===== src/rtl/dmem_arbiter.sv =====
// Two-requester arbiter for the single-port data memory: grants one request at a time,
// turns sub-word stores into read-merge-write sequences and returns load data or a store ack.
module dmem_arbiter #(
  parameter bit FIXED_PRIO = 1'b0,
  parameter int XLEN       = 32,
  parameter int STRB       = XLEN / 8
) (
  input  logic            clk,
  input  logic            rst_n,

  input  logic            m0_valid,
  output logic            m0_ready,
  input  logic [XLEN-1:0] m0_addr,
  input  logic            m0_we,
  input  logic [XLEN-1:0] m0_wdata,
  input  logic [STRB-1:0] m0_wstrb,
  output logic            m0_rvalid,
  output logic [XLEN-1:0] m0_rdata,

  input  logic            m1_valid,
  output logic            m1_ready,
  input  logic [XLEN-1:0] m1_addr,
  input  logic            m1_we,
  input  logic [XLEN-1:0] m1_wdata,
  input  logic [STRB-1:0] m1_wstrb,
  output logic            m1_rvalid,
  output logic [XLEN-1:0] m1_rdata,

  output logic [XLEN-1:0] mem_addr,
  output logic [XLEN-1:0] mem_wdata,
  output logic            mem_we,
  input  logic [XLEN-1:0] mem_rdata
);

  typedef enum logic [1:0] {IDLE, MERGE, RESP} state_t;

  state_t state, state_nxt;
  logic   last_grant;   // 0 = m0, 1 = m1

  logic            gnt_valid;
  logic            gnt_id;
  logic [XLEN-1:2] gnt_addr;
  logic            gnt_we;
  logic [XLEN-1:0] gnt_wdata;
  logic [STRB-1:0] gnt_wstrb;
  logic            accept;

  logic            lat_id;
  logic [XLEN-1:2] lat_addr;
  logic            lat_we;
  logic [XLEN-1:0] lat_wdata;
  logic [STRB-1:0] lat_wstrb;
  logic [XLEN-1:0] merged;

  // Byte offset bits never reach dmem; the word address alone selects the location.
  logic unused_addr_bits;
  assign unused_addr_bits = ^{m0_addr[1:0], m1_addr[1:0]};

  // NOTE: every always_comb output gets a default first so no path leaves it unassigned (no latches).
  always_comb begin
    gnt_valid = m0_valid | m1_valid;
    gnt_id    = m1_valid;
    if (m0_valid && m1_valid) begin
      gnt_id = FIXED_PRIO ? 1'b0 : ~last_grant;
    end
    gnt_addr  = gnt_id ? m1_addr[XLEN-1:2] : m0_addr[XLEN-1:2];
    gnt_we    = gnt_id ? m1_we    : m0_we;
    gnt_wdata = gnt_id ? m1_wdata : m0_wdata;
    gnt_wstrb = gnt_id ? m1_wstrb : m0_wstrb;
  end

  assign accept   = rst_n && (state == IDLE) && gnt_valid;
  assign m0_ready = accept && !gnt_id;
  assign m1_ready = accept &&  gnt_id;

  always_comb begin
    merged = mem_rdata;
    for (int i = 0; i < STRB; i++) begin
      if (lat_wstrb[i]) merged[8*i +: 8] = lat_wdata[8*i +: 8];
    end
  end

  always_comb begin
    state_nxt = state;
    mem_addr  = {lat_addr, 2'b00};
    mem_wdata = lat_wdata;
    mem_we    = 1'b0;
    case (state)
      IDLE: begin
        mem_addr  = {gnt_addr, 2'b00};
        mem_wdata = gnt_wdata;
        if (gnt_valid) begin
          // Partial stores need the old word first; everything else finishes in one dmem cycle.
          if (gnt_we && (|gnt_wstrb) && !(&gnt_wstrb)) begin
            state_nxt = MERGE;
          end else begin
            mem_we    = gnt_we && (&gnt_wstrb);
            state_nxt = RESP;
          end
        end
      end
      MERGE: begin
        mem_we    = 1'b1;
        mem_wdata = merged;
        state_nxt = RESP;
      end
      RESP:    state_nxt = IDLE;
      default: state_nxt = IDLE;
    endcase
    // A reset caught mid-merge must not commit the half-built word.
    if (!rst_n) mem_we = 1'b0;
  end

  // NOTE: sequential state uses non-blocking assignments so all registers update from pre-edge values.
  always_ff @(posedge clk) begin
    if (!rst_n) begin
      state      <= IDLE;
      last_grant <= 1'b1;
      m0_rvalid  <= 1'b0;
      m1_rvalid  <= 1'b0;
      m0_rdata   <= '0;
      m1_rdata   <= '0;
    end else begin
      state     <= state_nxt;
      m0_rvalid <= 1'b0;
      m1_rvalid <= 1'b0;
      if (accept) last_grant <= gnt_id;
      if (state == RESP) begin
        if (lat_id) begin
          m1_rvalid <= 1'b1;
          m1_rdata  <= lat_we ? '0 : mem_rdata;
        end else begin
          m0_rvalid <= 1'b1;
          m0_rdata  <= lat_we ? '0 : mem_rdata;
        end
      end
    end
  end

  // NOTE: the request latch is pure datapath and is only read after a fresh accept, so it carries no reset.
  always_ff @(posedge clk) begin
    if (accept) begin
      lat_id    <= gnt_id;
      lat_addr  <= gnt_addr;
      lat_we    <= gnt_we;
      lat_wdata <= gnt_wdata;
      lat_wstrb <= gnt_wstrb;
    end
  end

endmodule


===== config.mk =====
export PLATFORM = sky130hd
export DESIGN_NAME = dmem_arbiter
export DESIGN_NICKNAME = d
export VERILOG_FILES = /design/src/rtl/dmem_arbiter.sv
export SDC_FILE = /design/constraint.sdc
export NUM_CORES = 1
export LEC_CHECK = 0
export ABC_AREA = 1
export BUFFER_PORTS_ARGS = -buffer_cell sky130_fd_sc_hd__buf_2
export CORE_ASPECT_RATIO = 1.1
export CORE_MARGIN = 5
export CORE_UTILIZATION = 50
export CTS_BUF_LIST = sky130_fd_sc_hd__clkbuf_4
export DETAILED_ROUTE_END_ITERATION = 8
export PLACE_DENSITY = 0.87
export SLEW_MARGIN = 20
export SYNTH_ARGS = -nofsm -noshare
export SYNTH_HDL_FRONTEND = slang
export SYNTH_SLANG_ARGS = --single-unit

===== constraint.sdc =====
create_clock -name clk -period 6.8 [get_ports clk]
set_clock_uncertainty 0.1 [all_clocks]
set_input_delay 0 -clock clk [delete_from_list [all_inputs] [get_ports clk]]
set_output_delay 0 -clock clk [all_outputs]
set_load 0.02 [all_outputs]

==> results by group, run 1 <==
STA
  – Worst slew pin tran: 0.997 ns
  – Setup violations, final: 0
  – Fmax: 0.266 GHz
  – Setup total negative slack: 0 ns
  – Min Tclk post-route: 3.75 ns
  – Max-slew headroom: 33.6%
  – Slew Limit Fails: 0
  – Fin crit share: 55.2%
  – Final hold vios: 0
  – RSZ-0062 raised after global routing: no

Critical path
  – Reg2Reg Launch Point: last_grant
  – WP data required: 7.19 ns
  – Worst R2R End: state[1]
  – R2r setup slk: 3.05 ns
  – Worst setup EP type: flip-flop
  – Arr. time, crit path: 4.14 ns
  – Critical path class: reg -> reg
  – Crit path max fanout: 73
  – Startpoint types: flip-flop
  – R2r worst-path depth: 9

Drt
  – Post-DR wirelength/cell: 18.2 um
  – Routed Antenna Nets: 0
  – Total wire length: 26600 um
  – First-pass DRT Iterations: 6
  – Via count: 8084
  – DRT iter0 DRCs: 919
  – Drt drc: 0
  – Vias per cell: 5.52

Die
  – Die H: 130 um
  – Area of the core: 0.0130 mm2
  – Chip Width: 119 um
  – Die area: 0.0155 mm2
  – I/O Pins: 307
  – Initial core utilization: 50.4%
  – Std cell rows: 44

Min path
  – Hold Path Stages: 5
  – WHS Endpoint: state[1]
  – Hold path start: m1_valid
  – Hold/Removal Path Class: in -> reg

Synth
  – Synth Register Bits: 137
  – Synth top cells by count: nand2_1 (258), nor2_1 (138), inv_1 (73)
  – Leading area contributor after synthesis: edfxtp_1
  – Post-synthesis cell area: 0.00657 mm2
  – Register area share after synthesis: 52.1%
  – EDFF count, synth: 68
  – Most used flip-flop cell after synthesis: dfxtp_1
  – Post-synthesis cell type count: 27
  – Post-synth top area share: 31.1%
  – Top-count cell post-synth: nand2_1
  – Mapped Cells: 844
  – Top cells by area, synth: edfxtp_1 (31%), dfxtp_1 (21%), nand2_1 (15%), nor2_1 (7.9%), o21ai_0 (4.6%)
  – Avg Cell Area, Syn: 7.79 um2
  – YS warnings: 0
  – Post-synth ARST share: 0%

Final layout
  – Share of cells above drive strength 1: 26.7%
  – Nets: 1461
  – Layout fillers: 807
  – Area delta synth->final: 54.2%

Job
  – Max Cap Viol: 0

Clock network
  – Max clock buf depth: 2
  – Resize count post-CTS: 0
  – Clk Latency, worst-skew pair: 0.56 ns
  – Postcts setup bufs: 0
  – H-tree Lvls: 4
  – Num CTS Buffers: 17
  – Clk sinks: 137
  – CTS tree: done
  – Root Driver: clkbuf_4
  – Clock transition at path regs: 0.13 ns

GRT
  – Global-route wire length before repair: 40300 um
  – GRT Total Usage: 32.9%
  – Vias in the first global route: 7935
  – GRT overflow: 0
  – Largest net degree at the start of global routing: 93
  – Initial antenna violation count: 1

Place
  – Post-DP HPWL: 14800 um
  – Final GP Congestion: 0.864
  – IO buf count: 300

Power and ir drop
  – Power Total: 2.37 mW
  – VDD IR max: 122 uV
  – Pwr Density: 234 mW/mm2
  – Leak: 5.19 nW

Status
  – Outcome: completed
## cell usage in the layout, fill, tap and decap left out
cell type / n
buf_2: 300
nand2_1: 258
dlygate4sd3_1: 172
nor2_1: 137
inv_1: 72
dfxtp_1: 69
edfxtp_1: 68
o21ai_0: 61
a21oi_1: 33
a31oi_1: 30
o221ai_1: 29
clkbuf_4: 17
nand3_1: 7
inv_6: 5
diode_2: 4
nor2_4: 4
nand3b_1: 4
o21ai_1: 4
clkinv_4: 4
bufinv_16: 4
buf_4: 4
o211ai_1: 3
or2_0: 3
nand2_2: 2
inv_2: 2
conb_1: 2
inv_4: 2
nand2_4: 1
clkinv_2: 1
nor3_4: 1
nand4_1: 1
## power by group
part	internal (mW)	switching [mW]
registers	0.948	0.0353
logic	0.283	0.466
clock network	0.300	0.339
total	1.53	0.840
## cell type report
type	instances	area (um2)	area share, %
clock buffer	17	128	1.26
antenna	4	10.0	0.0988
tap	161	201	1.99
multi-input combinational	580	2620	25.9
inverter	75	283	2.79
sequential	137	3420	33.8
clock inverter	15	211	2.09
timing repair buffer	476	3250	32.1
## metrics by stage
stage          utilization (%)  hold slack [ns]  cell area (um2)  setup WS (ns)  std cells
2_1_floorplan                -           0.0630             6580           2.39        845
3_3_place_gp              61.8            0.184             8060           4.08       1257
3_5_place_dp              61.8            0.190             8060           4.00       1257
4_1_cts                   77.6          0.00678            10100           3.39       1461
5_1_grt                   77.6           0.0666            10100           2.84       1462
6_report                  77.6           0.0351            10100           3.05       1465
## cells by family after synthesis
family / synth area share [%]
AOI/OAI and AO/OA: 14.5
buffers and inverters: 8.30
DFF: 52.1
other: 0.0571
and+or+nand+nor: 25.0
## flip-flops by register name, indices dropped and copies added, names as in the netlist
name and flops:
last_grant 1, lat_addr 30, lat_id 1, lat_wdata 32
lat_we 1, lat_wstrb 4, m0_rdata 32, m0_rvalid 1
m1_rdata 32, m1_rvalid 1, state 2
## worst max-delay path by stage
stage | startpoint | to | slack (ns) | depth (start not counted)
final | last_grant | state[1] | 3.05 | 9
after global routing | last_grant | state[1] | 2.84 | 9
after CTS | last_grant | mem_we | 3.39 | 8
after detailed placement | last_grant | mem_we | 4.00 | 8
after global placement | last_grant | mem_we | 4.08 | 8
after floorplan | state[1] | last_grant | 2.39 | 8
## worst max-delay path, stage by stage, from the launching register on
cell and delay [ns]:
dfxtp_1 0.37, nand2_2 0.14, nand2_4 0.61, clkinv_2 0.99
nand2_1 0.33, nand2_1 0.15, dlygate4sd3_1 0.63, nand3_1 0.13
nand2_1 0.07, a21oi_1 0.12
## repair_timing
item,CTS,global route
setup endpoints to repair,0,0
hold endpoints to repair,134,0
hold buffers,172,0
## metal layers
layer	global-route usage [%]	vias up	share of wire (%)
met5	0	-	0
met4	20.6	0	6.6
met1	36.6	3693	35
met3	8.41	156	9.3
met2	56.8	573	49
li1	-	3662	-
No activity file was read; power rests on OpenSTA's default activity.
==> run 2, diff against run 1 <==
--- a/config.mk
+++ b/config.mk
@@ -9,10 +9,10 @@
 export BUFFER_PORTS_ARGS = -buffer_cell sky130_fd_sc_hd__buf_2
 export CORE_ASPECT_RATIO = 1.1
 export CORE_MARGIN = 5
-export CORE_UTILIZATION = 50
+export CORE_UTILIZATION = 44
 export CTS_BUF_LIST = sky130_fd_sc_hd__clkbuf_4
 export DETAILED_ROUTE_END_ITERATION = 8
-export PLACE_DENSITY = 0.87
+export PLACE_DENSITY = 0.81
 export SLEW_MARGIN = 20
 export SYNTH_ARGS = -nofsm -noshare
 export SYNTH_HDL_FRONTEND = slang
==> constraint.sdc (replaced) <==
create_clock -name clk -period 3.3 [get_ports clk]
set_clock_uncertainty 0.1 [all_clocks]
set_input_delay 0 -clock clk [delete_from_list [all_inputs] [get_ports clk]]
set_output_delay 0 -clock clk [all_outputs]
set_load 0.02 [all_outputs]
==> run 2 against run 1 <==
Core utilization shrank 7.8 points. Count of clock-buffer cells in the layout is the same. Critical path depth rose by 3. Register-to-register slack got worse by 2.7 ns. Cell count up 2.5%. Non-clock buffer count grew 6. Via count is 3.5% lower. Sequential share of layout area is 0.12 points lower. Setup slack worse by 2.7 ns. Wire length decreased by 4.6%. Largest power group unchanged.
==> results by group, run 2 (same netlist as run 1, synthesis figures left out) <==
Status
  – Outcome: completed

Die
  – Area of the core: 0.0146 mm2 (+12%)
  – Chip Width: 127 um (+6.0%)
  – Std cell rows: 46 (+4.5%)
  – Die H: 138 um (+6.1%)
  – Die area: 0.0175 mm2 (+13%)
  – I/O Pins: 307 (unchanged)
  – Initial core utilization: 45.1% (-5.2 points)

Job
  – Max Cap Viol: 0 (unchanged)

STA
  – Final hold vios: 0 (unchanged)
  – Worst slew pin tran: 0.974 ns (-0.0222 ns)
  – Slew Limit Fails: 0 (unchanged)
  – RSZ-0062 raised after global routing: no
  – Setup ws final: 0.303 ns (-2.74 ns)
  – Setup total negative slack: 0 ns (unchanged)
  – Max-slew headroom: 35.0% (+1.5 points)
  – Min Tclk post-route: 3.00 ns (-0.756 ns)
  – Setup violations, final: 0 (unchanged)
  – Fmax: 0.334 GHz (+25%)
  – Fin crit share: 90.8% (+36 points)

Drt
  – Routed Antenna Nets: 0 (unchanged)
  – DRT iter0 DRCs: 582 (-37%)
  – First-pass DRT Iterations: 6 (unchanged)
  – Vias per cell: 5.20 (-5.8%)
  – Via count: 7805 (-3.5%)
  – Post-DR wirelength/cell: 16.9 um (-7.0%)
  – Drt drc: 0 (unchanged)
  – Total wire length: 25400 um (-4.6%)

Power and ir drop
  – VDD IR max: 266 uV (+120%)
  – Pwr Density: 463 mW/mm2 (+98%)
  – Leak: 5.20 nW (+0.25%)

Critical path
  – Startpoint types: flip-flop
  – Worst setup EP type: flip-flop
  – Arr. time, crit path: 3.34 ns (-0.80 ns)
  – Most used cell, CP: nand2_1
  – WP data required: 3.64 ns (-3.55 ns)
  – Critical-path cell list: nand2_2 > nand2_4 > buf_6 > nand2_1 > nand2_1 > dlygate4sd3_1 > nor2_1 > nand2_1 > nand3_1 > nand2_1 > dlygate4sd3_1 > a21oi_1
  – Delay-heaviest family, CP: buffers and inverters
  – Worst path max stage delay: 0.60 ns (-0.39 ns)
  – Crit path max fanout: 72 (-1.4%)
  – Worst path bufs/invs: 3 (+1)
  – Slowest cell on crit path: dlygate4sd3_1
  – Critical path class: reg -> reg

Clock network
  – Clk sinks: 137 (unchanged)
  – Root Driver: clkbuf_4
  – Clk Latency, worst-skew pair: 0.55 ns (about the same)
  – Num CTS Buffers: 17 (unchanged)
  – Clock transition at path regs: 0.11 ns (-0.02 ns)
  – H-tree Lvls: 4 (unchanged)
  – Max clock buf depth: 2 (unchanged)
  – CTS tree: done

GRT
  – Largest net degree at the start of global routing: 93 (unchanged)
  – GRT Total Usage: 27.8% (-5.1 points)
  – Global-route wire length before repair: 39100 um (-3.1%)
  – GRT overflow: 0 (unchanged)
  – Initial antenna violation count: 5 (+4)
  – Vias in the first global route: 7761 (-2.2%)

Final layout
  – Area occupied by multi-input gates: 0.00262 mm2 (unchanged)
  – Layout fillers: 1104 (+37%)
  – Largest regs: lat_wdata (32), m0_rdata (32), m1_rdata (32)
  – Share of cells above drive strength 1: 26.7% (about the same)
  – Flip-flop and latch area: 0.00342 mm2 (unchanged)
  – Final Non-Filler Cells: 1502 (+2.5%)
  – Commonest non-fill, non-tap cell in the layout: buf_2
  – Area delta synth->final: 54.7%
  – Commonest non-fill, non-tap cells in the layout: buf_2 (300), nand2_1 (258), dlygate4sd3_1 (174)
  – Nets: 1467 (+0.41%)

Place
  – Final GP Congestion: 0.865 (+0.13%)
  – Worst slack, placed: 1.21 ns (-2.79 ns)
  – Post-DP HPWL: 15400 um (+4.0%)
  – IO buf count: 300 (unchanged)
  – Placed cells: 1292 (+2.8%)

Min path
  – Hold/Removal Path Class: in -> reg
-- run 2: cell count changes in the layout (fill, tap and decap cells not counted), sizes merged --
cell and delta:
bufinv -1, diode +1, dlygate4sd3 +2, buf +4
-- run 2: area by class of cell --
class,count,share of cell area (%)
inverters,75,2.79
clock buffers,17,1.26
multi-input cells,580,25.8
flip-flops and latches,137,33.7
well taps,192,2.36
diodes,5,0.123
clock inverters,14,1.50
repair buffers,482,32.5
-- run 2: repair_timing --
action,in CTS,in global routing
endpoints found under the hold margin,136,0
buffers inserted,0,0
resized for setup,0,3
hold buffers,174,0
endpoints found under the setup margin,0,2
-- run 2: routing by layer --
metal / share of wire, % / up-vias / global-route usage, % / wire (um)
met5: 0 / - / 0 / 0
met4: 5.7 / 0 / 16.5 / 1440
met3: 8.8 / 114 / 6.93 / 2250
met2: 48 / 483 / 46.7 / 12300
met1: 37 / 3535 / 31.8 / 9410
li1: - / 3673 / - / -
-- run 2: stage by stage --
step                      total power [mW]  utilization (%)  hold WS, ns  instance area, um2
final                                 4.71             69.8        0.126               10200
after global routing                  4.93             69.8        0.112               10200
after CTS                             4.67             69.7        0.126               10100
after detailed placement              3.33             55.8        0.188                8130
after global placement                3.31             55.8        0.182                8130
after floorplan                       2.86                -       0.0630                6580
-- run 2: final timing paths --
check | from | to | slack, ns | cells after the start
worst max register to register | last_grant | state[1] | 0.30 | 12
worst min register to register | last_grant | last_grant | 0.41 | 2
worst min-delay path | m1_valid | lat_id | 0.13 | 3
worst max-delay path | last_grant | state[1] | 0.30 | 12
-- run 2: worst reg2reg max path, cell delays in order, from the launching register on --
cell	delay [ns]
dfxtp_1	0.37
nand2_2	0.14
nand2_4	0.11
buf_6	0.46
nand2_1	0.11
nand2_1	0.10
dlygate4sd3_1	0.60
nor2_1	0.06
nand2_1	0.06
nand3_1	0.10
nand2_1	0.08
dlygate4sd3_1	0.55
a21oi_1	0.06
-- run 2: report_power, final --
group | switching (mW) | internal [mW]
registers | 0.0692 | 1.95
logic | 0.947 | 0.592
clock network | 0.634 | 0.514
total | 1.65 | 3.06
